$ cat src/rtl/pwm_pkg.sv
// Shared constants and types for the dual-channel PWM motor driver.
// The PWM_DEADTIME_EN build macro enables the per-channel BRAKE state.
package pwm_pkg;

    localparam int PERIOD_DEF     = 100;
    localparam int DUTY_W_DEF     = 7;
    localparam int DEAD_TICKS_DEF = 4;
    localparam int CNT_W_DEF      = $clog2(PERIOD_DEF);

    typedef enum logic {
        RUN   = 1'b0,
        BRAKE = 1'b1
    } chan_state_t;

    // Counter width for a given period, never narrower than one bit.
    function automatic int cnt_width(input int period);
        return (period > 1) ? $clog2(period) : 1;
    endfunction

endpackage

$ cat src/rtl/pwm_motor_driver_if.sv
// Command handshake bundle between the SoC and the PWM motor driver.
// The PWM_DEADTIME_EN build macro does not change this interface.
interface pwm_motor_driver_if
    import pwm_pkg::*;
#(
    parameter int DUTY_W = DUTY_W_DEF
);

    logic              cmd_valid;
    logic              cmd_ready;
    logic [DUTY_W-1:0] cmd_duty_a;
    logic [DUTY_W-1:0] cmd_duty_b;
    logic              cmd_dir_a;
    logic              cmd_dir_b;

    modport master (
        output cmd_valid, cmd_duty_a, cmd_duty_b, cmd_dir_a, cmd_dir_b,
        input  cmd_ready
    );

    modport slave (
        input  cmd_valid, cmd_duty_a, cmd_duty_b, cmd_dir_a, cmd_dir_b,
        output cmd_ready
    );

endinterface

$ cat src/rtl/pwm_channel.sv
// One PWM channel: active duty/direction registers and the compare.
// With PWM_DEADTIME_EN defined, a RUN/BRAKE state machine holds the output
// low and keeps the old direction for DEAD_TICKS ticks on a reversal.
module pwm_channel
    import pwm_pkg::*;
#(
    parameter int DUTY_W = DUTY_W_DEF,
    parameter int CNT_W  = CNT_W_DEF
`ifdef PWM_DEADTIME_EN
    ,
    parameter int DEAD_TICKS = DEAD_TICKS_DEF
`endif
) (
    input  logic              clk,
    input  logic              rst,
`ifdef PWM_DEADTIME_EN
    input  logic              tick,
`endif
    input  logic [CNT_W-1:0]  cnt,
    input  logic              load,
    input  logic [DUTY_W-1:0] duty_new,
    input  logic              dir_new,
    output logic              pwm,
    output logic              dir
);

    logic [DUTY_W-1:0] duty;

    // Unsigned compare with both operands zero-extended to a common width,
    // so a duty at or above the period keeps the output high all period.
    function automatic logic duty_cmp(input logic [CNT_W-1:0] c,
                                      input logic [DUTY_W-1:0] d);
        return (32'(c) < 32'(d));
    endfunction

`ifdef PWM_DEADTIME_EN

    localparam int DEAD_W = (DEAD_TICKS > 1) ? $clog2(DEAD_TICKS) : 1;

    chan_state_t       state;
    logic [DEAD_W-1:0] dead_cnt;
    logic              dir_target;

    // Compare plus brake FSM; the commit tick itself does not count as a brake tick.
    always_ff @(posedge clk or posedge rst) begin
        if (rst) begin
            state      <= RUN;
            duty       <= '0;
            dir        <= 1'b0;
            dir_target <= 1'b0;
            dead_cnt   <= '0;
            pwm        <= 1'b0;
        end else begin
            pwm <= (state == RUN) && duty_cmp(cnt, duty);
            case (state)
                RUN: begin
                    if (load) begin
                        duty <= duty_new;
                        if (dir_new != dir) begin
                            state      <= BRAKE;
                            dir_target <= dir_new;
                            dead_cnt   <= '0;
                        end
                    end
                end
                BRAKE: begin
                    if (load) begin
                        duty <= duty_new;
                    end
                    if (load && (dir_new == dir)) begin
                        // Reversal withdrawn before the brake finished.
                        state <= RUN;
                    end else if (tick) begin
                        if (dead_cnt == DEAD_W'(DEAD_TICKS - 1)) begin
                            dir   <= dir_target;
                            state <= RUN;
                        end else begin
                            dead_cnt <= dead_cnt + 1'b1;
                        end
                    end
                end
                default: state <= RUN;
            endcase
        end
    end

`else

    // Compare, with duty and direction both taken at the commit edge.
    always_ff @(posedge clk or posedge rst) begin
        if (rst) begin
            duty <= '0;
            dir  <= 1'b0;
            pwm  <= 1'b0;
        end else begin
            pwm <= duty_cmp(cnt, duty);
            if (load) begin
                duty <= duty_new;
                dir  <= dir_new;
            end
        end
    end

`endif

endmodule

$ cat src/rtl/pwm_motor_driver.sv
// Dual-channel PWM motor driver top: synchroniser and tick generation for
// the divided clock, the shared period counter and command staging.
// Build macro PWM_DEADTIME_EN adds a dead-time brake on direction reversal.
module pwm_motor_driver
    import pwm_pkg::*;
#(
    parameter int PERIOD     = PERIOD_DEF,
    parameter int DUTY_W     = DUTY_W_DEF,
    parameter int DEAD_TICKS = DEAD_TICKS_DEF
) (
    input  logic               clk,
    input  logic               rst,
    input  logic               pwm_clk_in,
    pwm_motor_driver_if.slave  cmd,
    output logic               pwm_a,
    output logic               pwm_b,
    output logic               dir_a,
    output logic               dir_b,
    output logic               period_start
);

    localparam int               CNT_W   = cnt_width(PERIOD);
    localparam logic [CNT_W-1:0] CNT_MAX = CNT_W'(PERIOD - 1);
    localparam bit               CFG_OK  = (2 ** DUTY_W > PERIOD) && (DEAD_TICKS >= 1);

    if (!CFG_OK) begin : g_cfg_check
        $error("pwm_motor_driver: requires 2**DUTY_W > PERIOD and DEAD_TICKS >= 1");
    end

    logic              s1, s2, s3;
    logic              tick;
    logic              tick_d;
    logic [CNT_W-1:0]  cnt;
    logic              wrap;
    logic              pending;
    logic              accept;
    logic              load;
    logic [DUTY_W-1:0] stage_duty_a, stage_duty_b;
    logic              stage_dir_a, stage_dir_b;

    assign wrap          = tick && (cnt == CNT_MAX);
    assign accept        = cmd.cmd_valid && !pending;
    assign load          = wrap && pending;
    assign cmd.cmd_ready = !pending;

    // Synchronise the divided clock and register its rising edge as a one-cycle tick;
    // flops start high so an initially-high divider gives no tick.
    always_ff @(posedge clk or posedge rst) begin
        if (rst) begin
            s1   <= 1'b1;
            s2   <= 1'b1;
            s3   <= 1'b1;
            tick <= 1'b0;
        end else begin
            s1   <= pwm_clk_in;
            s2   <= s1;
            s3   <= s2;
            tick <= s2 & ~s3;
        end
    end

    // Period counter; period_start marks the cycle after the wrap edge.
    always_ff @(posedge clk or posedge rst) begin
        if (rst) begin
            cnt          <= '0;
            tick_d       <= 1'b0;
            period_start <= 1'b0;
        end else begin
            tick_d       <= tick;
            period_start <= tick_d && (cnt == '0);
            if (tick) begin
                cnt <= (cnt == CNT_MAX) ? '0 : cnt + 1'b1;
            end
        end
    end

    // Pending flag: set on accept, cleared when the staged command commits.
    always_ff @(posedge clk or posedge rst) begin
        if (rst) begin
            pending <= 1'b0;
        end else if (load) begin
            pending <= 1'b0;
        end else if (accept) begin
            pending <= 1'b1;
        end
    end

    // Staging data needs no reset: it is only used while pending is set.
    always_ff @(posedge clk) begin
        if (accept) begin
            stage_duty_a <= cmd.cmd_duty_a;
            stage_duty_b <= cmd.cmd_duty_b;
            stage_dir_a  <= cmd.cmd_dir_a;
            stage_dir_b  <= cmd.cmd_dir_b;
        end
    end

`ifdef PWM_DEADTIME_EN
    pwm_channel #(
        .DUTY_W     (DUTY_W),
        .CNT_W      (CNT_W),
        .DEAD_TICKS (DEAD_TICKS)
    ) u_chan_a (
        .clk      (clk),
        .rst      (rst),
        .tick     (tick),
        .cnt      (cnt),
        .load     (load),
        .duty_new (stage_duty_a),
        .dir_new  (stage_dir_a),
        .pwm      (pwm_a),
        .dir      (dir_a)
    );

    pwm_channel #(
        .DUTY_W     (DUTY_W),
        .CNT_W      (CNT_W),
        .DEAD_TICKS (DEAD_TICKS)
    ) u_chan_b (
        .clk      (clk),
        .rst      (rst),
        .tick     (tick),
        .cnt      (cnt),
        .load     (load),
        .duty_new (stage_duty_b),
        .dir_new  (stage_dir_b),
        .pwm      (pwm_b),
        .dir      (dir_b)
    );
`else
    pwm_channel #(
        .DUTY_W (DUTY_W),
        .CNT_W  (CNT_W)
    ) u_chan_a (
        .clk      (clk),
        .rst      (rst),
        .cnt      (cnt),
        .load     (load),
        .duty_new (stage_duty_a),
        .dir_new  (stage_dir_a),
        .pwm      (pwm_a),
        .dir      (dir_a)
    );

    pwm_channel #(
        .DUTY_W (DUTY_W),
        .CNT_W  (CNT_W)
    ) u_chan_b (
        .clk      (clk),
        .rst      (rst),
        .cnt      (cnt),
        .load     (load),
        .duty_new (stage_duty_b),
        .dir_new  (stage_dir_b),
        .pwm      (pwm_b),
        .dir      (dir_b)
    );
`endif

endmodule

$ cat src/flat_wrapper.sv
// flat-port wrapper written by rule: the top's interface ports become plain ports
module pwm_motor_driver_flat import pwm_pkg::*;
#(
    parameter int PERIOD     = PERIOD_DEF,
    parameter int DUTY_W     = DUTY_W_DEF,
    parameter int DEAD_TICKS = DEAD_TICKS_DEF
)
  (clk, rst, pwm_clk_in, pwm_a, pwm_b, dir_a, dir_b, period_start, cmd_cmd_valid, cmd_cmd_duty_a, cmd_cmd_duty_b, cmd_cmd_dir_a, cmd_cmd_dir_b, cmd_cmd_ready);
  pwm_motor_driver_if #(.DUTY_W(DUTY_W)) cmd_i ();
  input  logic clk;
  input  logic rst;
  input  logic pwm_clk_in;
  output logic pwm_a;
  output logic pwm_b;
  output logic dir_a;
  output logic dir_b;
  output logic period_start;
  input wire logic [$bits(cmd_i.cmd_valid)-1:0] cmd_cmd_valid;
  input wire logic [$bits(cmd_i.cmd_duty_a)-1:0] cmd_cmd_duty_a;
  input wire logic [$bits(cmd_i.cmd_duty_b)-1:0] cmd_cmd_duty_b;
  input wire logic [$bits(cmd_i.cmd_dir_a)-1:0] cmd_cmd_dir_a;
  input wire logic [$bits(cmd_i.cmd_dir_b)-1:0] cmd_cmd_dir_b;
  output wire logic [$bits(cmd_i.cmd_ready)-1:0] cmd_cmd_ready;
  assign cmd_i.cmd_valid = cmd_cmd_valid;
  assign cmd_i.cmd_duty_a = cmd_cmd_duty_a;
  assign cmd_i.cmd_duty_b = cmd_cmd_duty_b;
  assign cmd_i.cmd_dir_a = cmd_cmd_dir_a;
  assign cmd_i.cmd_dir_b = cmd_cmd_dir_b;
  assign cmd_cmd_ready = cmd_i.cmd_ready;
  pwm_motor_driver #(.PERIOD(PERIOD), .DUTY_W(DUTY_W), .DEAD_TICKS(DEAD_TICKS)) u_core (.clk(clk), .rst(rst), .pwm_clk_in(pwm_clk_in), .cmd(cmd_i), .pwm_a(pwm_a), .pwm_b(pwm_b), .dir_a(dir_a), .dir_b(dir_b), .period_start(period_start));
endmodule
$ cat config.mk
export PLATFORM = sky130hd
export DESIGN_NAME = pwm_motor_driver_flat
export DESIGN_NICKNAME = d
export VERILOG_FILES = /design/src/rtl/pwm_pkg.sv /design/src/rtl/pwm_motor_driver_if.sv /design/src/rtl/pwm_channel.sv /design/src/rtl/pwm_motor_driver.sv /design/src/flat_wrapper.sv
export SDC_FILE = /design/constraint.sdc
export NUM_CORES = 1
export LEC_CHECK = 0
export CELL_PAD_IN_SITES_DETAIL_PLACEMENT = 1
export CELL_PAD_IN_SITES_GLOBAL_PLACEMENT = 1
export CORE_ASPECT_RATIO = 1.1
export CORE_UTILIZATION = 28
export CTS_BUF_LIST = sky130_fd_sc_hd__clkbuf_8
export CTS_CLUSTER_DIAMETER = 100
export DETAILED_ROUTE_END_ITERATION = 7
export PLACE_DENSITY_LB_ADDON = 0.1
export SETUP_SLACK_MARGIN = 0.5
export SLEW_MARGIN = 15
export SYNTH_ARGS = -nofsm -noshare
export SYNTH_HDL_FRONTEND = slang
export SYNTH_HIERARCHICAL = 1
export SYNTH_SLANG_ARGS = --single-unit
$ cat constraint.sdc
create_clock -name clk -period 2.01 [get_ports clk]
set_input_delay 0.402 -clock clk [delete_from_list [all_inputs] [get_ports clk]]
set_output_delay 0.402 -clock clk [all_outputs]
set_load 0.005 [all_outputs]
==> run summary, run 1 <==
commonest cells after routing, fill and taps aside = dfrtp_1, inv_1, clkdlybuf4s50_1
Static Leak = 0.00118 µW
Achievable Freq = 0.611 GHz
Layout Utilization = 38.4%
initial antenna violation count = 0
Critical Path End Type = register
share of layout cells above drive strength 1 = 27.6%
Die ar. = 7580 µm²
Final period util = 81.4%
final std cells w/o fill = 299
CTS tree = yes
worst path arrival time = 1820 ps
Pint = 1750 µW
hold_buf cts = 0
RSZ-0062 raised after global routing = true
Slew Limit Fails = 0
Distinct cells, synth = 30
num rows = 32
WL/cell = 14.1 µm
Area Overhead vs Synth = 32.8%
max-cap viol count = 0
Pre-Repair DR Iteration Count = 4
largest net degree at the start of global routing = 17
die height = 91.2 µm
nets = 247
first-pass GRT wire length = 7.23 mm
RePlAce Congestion = 0.722
Sink Count = 48
total track usage = 12.5%
Reg power frac = 46.0%
power share of the combinational group = 30.4%
Initial DRC Count = 65
number of CTS-inserted buffers = 5
fin crit period = 1640 ps
required time worst endpoint = 2200 ps
DR vias = 1354
Setup Viol. Count Final = 0
Via-to-Cell Ratio = 4.53
grt ovf = 0
drt drc = 0
sequential-to-total area share from yosys stat = 63.4%
# diodes = 0
hpwl dp = 2.89 mm
pwr dens = 934 nW/µm²
cell total after placement = 283
Final Hold Fails = 0
hold_ws = 361 ps
Total Wirelength = 4.22 mm
worst vdd ir = 0.329 mV
Tightest Hold Check Type = reg2reg
Synth Register Bits = 48
syn avg cell area = 12.1 µm²
ANT nets after route = 0
Primary FF master, synth = dfrtp_1
asr flop ratio synth = 66.7%
H-tree depth = 2
worst slew pin tran = 578 ps
Synth Net Count = 201
Psw = 766 µW
PortBufs = 25
core area = 7010 µm²
Initial Utilization = 28.9%
Fin Setup TNS = 0 ps
Synth Cell Area = 2030 µm²
Clock Power Share = 23.6%
critical-path maximum fanout = 5
cell count after synthesis = 167
Die Span X = 83.1 µm
vias in the first global route = 1466
Clock Latency Late Sink = 300 ps
Ys Warns = 6
I/O pin count = 26
clk_skew = 8.19 ps
clk buf depth = 2
Clock Tree Root = clkbuf_8
startpoint class of the critical path = register
clk slew on worst S/H paths = 90 ps
Sw Ratio = 30.5%
status = completed
Crit Path Class = reg2reg
Rel. slew slack = 61.5%
commonest non-fill, non-tap cell in the layout = dfrtp_1
Post-synth EDFFs = 16
[through the flow]
step                      cell area [µm²]  total power (µW)  worst slack [ps]
final                                2690              2510               374
after global routing                 2690              2710               325
after detailed placement             2450              1950               194
after global placement               2450              1930               220
after floorplan                      2050              1640               349
after CTS                            2620              2570               343
[synthesized netlist by cell type, types with 2 or more instances]
library cell,instances,area (µm²)
a21oi_1,10,50.1
buf_6,2,22.5
dfrtp_1,29,726
dfstp_2,3,78.8
edfxtp_1,16,480
ha_1,14,175
inv_1,18,67.6
mux2_2,4,45.0
nand2_1,23,86.3
nand3_1,2,10.0
nor2_1,5,18.8
nor2b_1,4,25.0
o21ai_0,18,90.1
xnor2_1,3,26.3
[power groups by stage]
stage	clock network, µW	logic (µW)	registers [µW]
after detailed placement	0	758	1190
final	593	764	1160
after floorplan	0	400	1240
after CTS	630	781	1160
after global placement	0	742	1190
after global routing	666	875	1160
[layer usage]
| layer | GRT usage (%) | wire length, µm | vias to the layer above |
|---|---|---|---|
| met5 | 0 | 0 | - |
| met4 | 5.17 | 78 | 0 |
| met3 | 2.73 | 94 | 6 |
| met2 | 20.5 | 2150 | 22 |
| met1 | 15.8 | 1890 | 670 |
| li1 | - | - | 656 |
[state kept, by name, indices dropped and copies added, names as in the netlist, 7 cells and up]
register and flops:
u_core/u_chan_a/duty 7, u_core/stage_duty_b 7, u_core/stage_duty_a 7, u_core/u_chan_b/duty 7, u_core/cnt 7
[worst max-delay path, cell delays in order, from the launching register on]
cell and delay, ps:
dfrtp_2 410, or3_4 400, nor2_4 120, and3_4 280, mux2_4 310
[cell families (layout without fill, tap and decap cells)]
| family | after synthesis | count (layout) | share of synthesized area, % |
|---|---|---|---|
| multiplexers | 4 | 4 | 2.22 |
| buffers and inverters | 21 | 67 | 4.69 |
| AO/OA/AOI/OAI | 32 | 32 | 8.40 |
| XOR/XNOR | 4 | 4 | 1.73 |
| adder cells (fa/ha/maj) | 14 | 14 | 8.64 |
| AND/OR/NAND/NOR | 44 | 45 | 10.9 |
| flip-flops | 48 | 48 | 63.4 |
[path summary, 6_finish.rpt]
kind	from	to	slack [ps]	cells past startpoint
hold / removal	u_core/s1$_DFF_PP1_	u_core/s2$_DFF_PP1_	360	0
setup / recovery	u_core/cnt[4]$_DFFE_PP0P_	u_core/u_chan_a/duty[0]$_DFFE_PP0P_	370	4
hold reg to reg	u_core/s1$_DFF_PP1_	u_core/s2$_DFF_PP1_	360	0
setup reg to reg	u_core/cnt[4]$_DFFE_PP0P_	u_core/u_chan_a/duty[0]$_DFFE_PP0P_	370	4
min in group asynchronous	rst	u_core/u_chan_b/duty[5]$_DFFE_PP0P_	440	2
max in group asynchronous	rst	u_core/cnt[4]$_DFFE_PP0P_	1070	2
[area by class of cell]
| cell class | count | area (µm²) |
|---|---|---|
| Clock buffer | 6 | 82.6 |
| Clock inverter | 2 | 10.0 |
| Fill cell | 762 | 4320 |
| Inverter | 18 | 67.6 |
| Multi-Input combinational cell | 99 | 749 |
| Sequential cell | 48 | 1290 |
| Tap cell | 85 | 106 |
| Timing Repair Buffer | 41 | 385 |
[timing repair]
action / 4_1_cts / 5_1_grt
setup buffers: 6 / 1
pin swaps: 3 / 2
gates cloned: 1 / 0
endpoints found under the setup margin: 22 / 16
resized for setup: 18 / 20
(Power assumes the default switching activity.)
==> run 2: changes to the inputs <==
clock period = 1.3 ns   (was 2.01 ns; I/O delays follow)
==> run 2 against run 1 <==
Effect of this change:
- the flow now finishes with violations (setup timing)
- critical path depth unchanged
- non-clock buffer count up 15
- highest routed layer unchanged
- worst setup slack worse by 690 ps
- register-to-register slack worse by 690 ps
- critical path type unchanged
==> run summary, run 2 (same netlist as run 1, synthesis figures left out) <==
status = finished with violations
violations in the final reports = setup timing
Max stage delay cell, worst path = dfrtp_2
total track usage = 13.5%
Static Leak = 0.00122 µW
met1 WL = 1.96 mm
Layout Utilization = 41.9%
grt ovf = 0
fin crit period = 1610 ps
ANT nets after route = 0
Tightest Hold Check Type = in2async
initial antenna violation count = 0
post-placement setup slack = -295 ps
max layer used = met4
Clock Tree Root = clkbuf_8
drt drc = 0
die height = 91.2 µm
I/O pin count = 26
commonest cells after routing, fill and taps aside = dfrtp_1, clkdlybuf4s50_1, nand2_1
PortBufs = 25
Setup Viol. Count Final = 23
Rel. slew slack = 76.1%
Clock Latency Late Sink = 300 ps
crit path cell chain = or3_4 > nor2_4 > and3_4 > mux2_4
hold_buf cts = 0
number of CTS-inserted buffers = 5
RSZ-0062 raised after global routing = true
share of layout cells above drive strength 1 = 37.3%
WL/cell = 14.5 µm
clk_skew = 9.35 ps
# diodes = 0
DR WL met3 = 119 µm
Area Overhead vs Synth = 44.7%
required time worst endpoint = 1490 ps
Crit Path Class = reg2reg
Die ar. = 7580 µm²
nets = 261
Via-to-Cell Ratio = 4.47
Final Hold Fails = 0
commonest non-fill, non-tap cell in the layout = dfrtp_1
max-cap viol count = 0
final worst slack = -315 ps
first-pass GRT wire length = 7.97 mm
Achievable Freq = 0.619 GHz
Critical Path End Type = register
core area = 7010 µm²
startpoint class of the critical path = register
hpwl dp = 3.22 mm
Pre-Repair DR Iteration Count = 4
worst vdd ir = 0.769 mV
num rows = 32
clk buf depth = 2
Die Span X = 83.1 µm
CP top delay family = simple AND/OR/NAND/NOR gates
Sink Count = 48
slowest stage delay, CP = 410 ps
DR vias = 1398
met2 wire length = 2.41 mm
Initial DRC Count = 36
H-tree depth = 2
pwr dens = 1540 nW/µm²
Fin Setup TNS = -5200 ps
Initial Utilization = 28.9%
CTS tree = yes
Final period util = 124%
Total Wirelength = 4.53 mm
vias in the first global route = 1582
RePlAce Congestion = 0.746
critical-path maximum fanout = 6
# fillers = 750
worst path arrival time = 1800 ps
largest net degree at the start of global routing = 17
WP buf/inv = 0
worst slew pin tran = 357 ps
Slew Limit Fails = 0
reg2reg setup slack = -310 ps
clk slew on worst S/H paths = 100 ps
## run 2: cell types whose count changed in the layout (fill, tap and decap cells not counted), sizes merged
cell	change
clkinv	+2
clkbuf	-1
inv	-1
dlygate4sd2	-6
buf	+21
and3	-1
## run 2: cell type report
class	instances	area [µm²]	area share [%]
Multi-Input combinational cell	98	818	27.9
Tap cell	85	106	3.63
Inverter	18	70.1	2.39
Clock inverter	3	22.5	0.768
Timing Repair Buffer	56	557	19.0
Clock buffer	5	68.8	2.35
Sequential cell	48	1290	44.0
## run 2: path summary, 6_finish.rpt
| check | end | cells after the start | startpoint |
|---|---|---|---|
| min in group clk | u_core/s2$_DFF_PP1_ | 0 | u_core/s1$_DFF_PP1_ |
| worst max-delay path | u_core/u_chan_b/duty[0]$_DFFE_PP0P_ | 4 | u_core/cnt[4]$_DFFE_PP0P_ |
| max in group asynchronous | u_core/u_chan_b/pwm$_DFF_PP0_ | 2 | rst |
| worst max register to register | u_core/u_chan_b/duty[0]$_DFFE_PP0P_ | 4 | u_core/cnt[4]$_DFFE_PP0P_ |
| worst min register to register | u_core/s2$_DFF_PP1_ | 0 | u_core/s1$_DFF_PP1_ |
| worst min-delay path | u_core/u_chan_a/duty[3]$_DFFE_PP0P_ | 2 | rst |
## run 2: per-stage QoR
stage,std cells,instance area (µm²),power [µW],hold WS (ps)
floorplan,167,2080,2570,87.9
global placement,289,2530,3020,347
detailed placement,289,2530,3120,348
CTS,310,2870,4350,321
global route,313,2930,4850,347
finish,313,2930,4500,307
## run 2: power by group
| part | internal (µW) | switching [µW] | leakage (µW) |
|---|---|---|---|
| Sequential | 1710 | 78.7 | 0.000556 |
| Clock | 386 | 520 | 0.0000485 |
| Combinational | 943 | 863 | 0.000612 |
## run 2: timing repair
item,in CTS,in global routing
hold endpoints to repair,0,0
pin swaps,4,5
endpoints found under the setup margin,49,49
gates resized for setup,56,15
buffers inserted,12,3
cloned,1,0
## run 2: layer usage
layer / GRT usage [%] / vias to the layer above
li1: - / 683
met1: 17.0 / 690
met2: 23.4 / 21
met3: 3.09 / 4
met4: 3.45 / 0
met5: 0 / -
==> run 3: changes to the inputs <==
CORE_UTILIZATION = 30   (was 28)
==> run 3 against run 2 <==
Effect of this change:
- non-clock buffer count up 6
- global-route usage rose by 0.45 points
- largest power group unchanged
- final cell count is 0.96% higher
- worst setup slack worse by 37 ps
- largest cell class unchanged
- flip-flop and latch count stayed put
- first-iteration DRC count decreased by 14%
- the run still ends with setup timing left
- critical path depth is the same
- worst hold slack improved by 30 ps
- clock power rose by 37%
- total power rose by 11%
==> run summary, run 3 (same netlist as run 1, synthesis figures left out) <==
die height = 88.2 µm
# fillers = 687
violations in the final reports = setup timing
Slew Limit Fails = 0
reg2reg setup slack = -350 ps
Critical Path End Type = register
Via-to-Cell Ratio = 4.54
largest net degree at the start of global routing = 16
vias in the first global route = 1515
pwr dens = 1670 nW/µm²
clk_skew = 6.59 ps
Psw = 1500 µW
Final period util = 127%
PortBufs = 25
Clock Tree Root = clkbuf_8
Die Span X = 80.4 µm
Die ar. = 7090 µm²
hold_buf cts = 0
startpoint class of the critical path = register
Area Overhead vs Synth = 47.9%
I/O pin count = 26
reg2reg start = u_core/cnt[2]$_DFFE_PP0P_
number of CTS-inserted buffers = 5
DR vias = 1436
# diodes = 0
Static Leak = 0.00127 µW
Total Wirelength = 4.65 mm
total track usage = 14.0%
required time worst endpoint = 1480 ps
Initial DRC Count = 31
worst slew pin tran = 349 ps
Rel. slew slack = 76.7%
clk slew on worst S/H paths = 90 ps
Layout Utilization = 45.7%
CTS tree = yes
Pint = 3520 µW
nets = 267
commonest non-fill, non-tap cell in the layout = dfrtp_1
Pre-Repair DR Iteration Count = 3
initial antenna violation count = 0
critical-path maximum fanout = 7
final worst slack = -351 ps
Sw Ratio = 29.9%
Setup Viol. Count Final = 24
ANT nets after route = 0
Tot Pwr = 5020 µW
worst path arrival time = 1830 ps
final std cells w/o fill = 316
Tightest Hold Check Type = in2async
num rows = 31
Clock Latency Late Sink = 290 ps
Initial Utilization = 30.9%
clk buf depth = 2
cell total after placement = 287
WL/cell = 14.7 µm
Reg power frac = 36.1%
commonest cells after routing, fill and taps aside = dfrtp_1, nand2_1, clkdlybuf4s50_1, buf_6
H-tree depth = 2
hpwl dp = 3.07 mm
status = finished with violations
Achievable Freq = 0.606 GHz
first-pass GRT wire length = 7.27 mm
Clock Power Share = 24.8%
grt ovf = 0
R2R cell count = 4
hold_ws = 336 ps
reg-to-reg endpoint = u_core/u_chan_a/duty[0]$_DFFE_PP0P_
core area = 6560 µm²
Final Hold Fails = 0
power share of the combinational group = 39.1%
RSZ-0062 raised after global routing = true
Fin Setup TNS = -6170 ps
fin crit period = 1650 ps
Crit Path Class = reg2reg
drt drc = 0
RePlAce Congestion = 0.784
share of layout cells above drive strength 1 = 37.2%
Sink Count = 48
max-cap viol count = 0
worst vdd ir = 0.688 mV
-- run 3: cell types whose count changed in the layout (fill, tap and decap cells not counted), sizes merged --
cell    previous run  this run
buf               37        43
bufinv             0         2
clkinv             2         0
-- run 3: area by class of cell --
cell class              count  area [µm²]  share of cell area [%]
well taps                  82         103                    3.42
clock buffers               5        68.8                    2.30
inverters                  18        70.1                    2.34
flip-flops and latches     48        1290                    43.0
multi-input cells          98         793                    26.5
repair buffers             62         609                    20.3
clock inverters             3        63.8                    2.13
-- run 3: worst max-delay path, stage by stage, from the launching register on --
cell and delay (ps):
dfrtp_2 430, or3_4 420, nor2_4 100, and3_4 280, mux2_4 310
-- run 3: timing repair --
item	in CTS	in global routing
setup endpoints to repair	49	49
cloned	1	0
pin swaps	12	10
gates resized for setup	53	16
setup buffers	12	8
-- run 3: metrics by stage --
step / area, µm² / setup WS, ps
floorplan: 2080 / -360
global route: 3000 / -382
CTS: 2880 / -280
global placement: 2530 / -258
finish: 3000 / -351
detailed placement: 2530 / -294
-- run 3: how the worst max path moves through the flow --
stage / start / end / slack, ps
3_5_place_dp: u_core/cnt[4]$_DFFE_PP0P_ / u_core/u_chan_a/duty[0]$_DFFE_PP0P_ / -290
3_3_place_gp: u_core/cnt[4]$_DFFE_PP0P_ / u_core/u_chan_b/dir$_DFFE_PP0P_ / -260
2_1_floorplan: u_core/cnt[4]$_DFFE_PP0P_ / u_core/u_chan_a/dir$_DFFE_PP0P_ / -360
6_report: u_core/cnt[2]$_DFFE_PP0P_ / u_core/u_chan_a/duty[0]$_DFFE_PP0P_ / -350
4_1_cts: u_core/cnt[2]$_DFFE_PP0P_ / u_core/u_chan_a/duty[0]$_DFFE_PP0P_ / -280
5_1_grt: u_core/cnt[2]$_DFFE_PP0P_ / u_core/u_chan_a/duty[0]$_DFFE_PP0P_ / -380
-- run 3: power groups by stage --
| stage | Combinational (µW) | Sequential [µW] | Clock, µW |
|---|---|---|---|
| CTS | 1730 | 1800 | 1290 |
| finish | 1960 | 1810 | 1240 |
| detailed placement | 1290 | 1820 | 0 |
| floorplan | 641 | 1930 | 0 |
| global route | 2150 | 1830 | 1350 |
| global placement | 1210 | 1810 | 0 |
-- run 3: layer usage --
metal  track usage (%)  part of all wire (%)  wire length (µm)  vias to the layer above
li1                  -                     -                 -                      698
met1              16.7                    43              2020                      707
met2              24.5                    52              2420                       25
met3              3.09                   3.0               138                        6
met4              5.52                   1.8                82                        0
met5                 0                     0                 0                        -
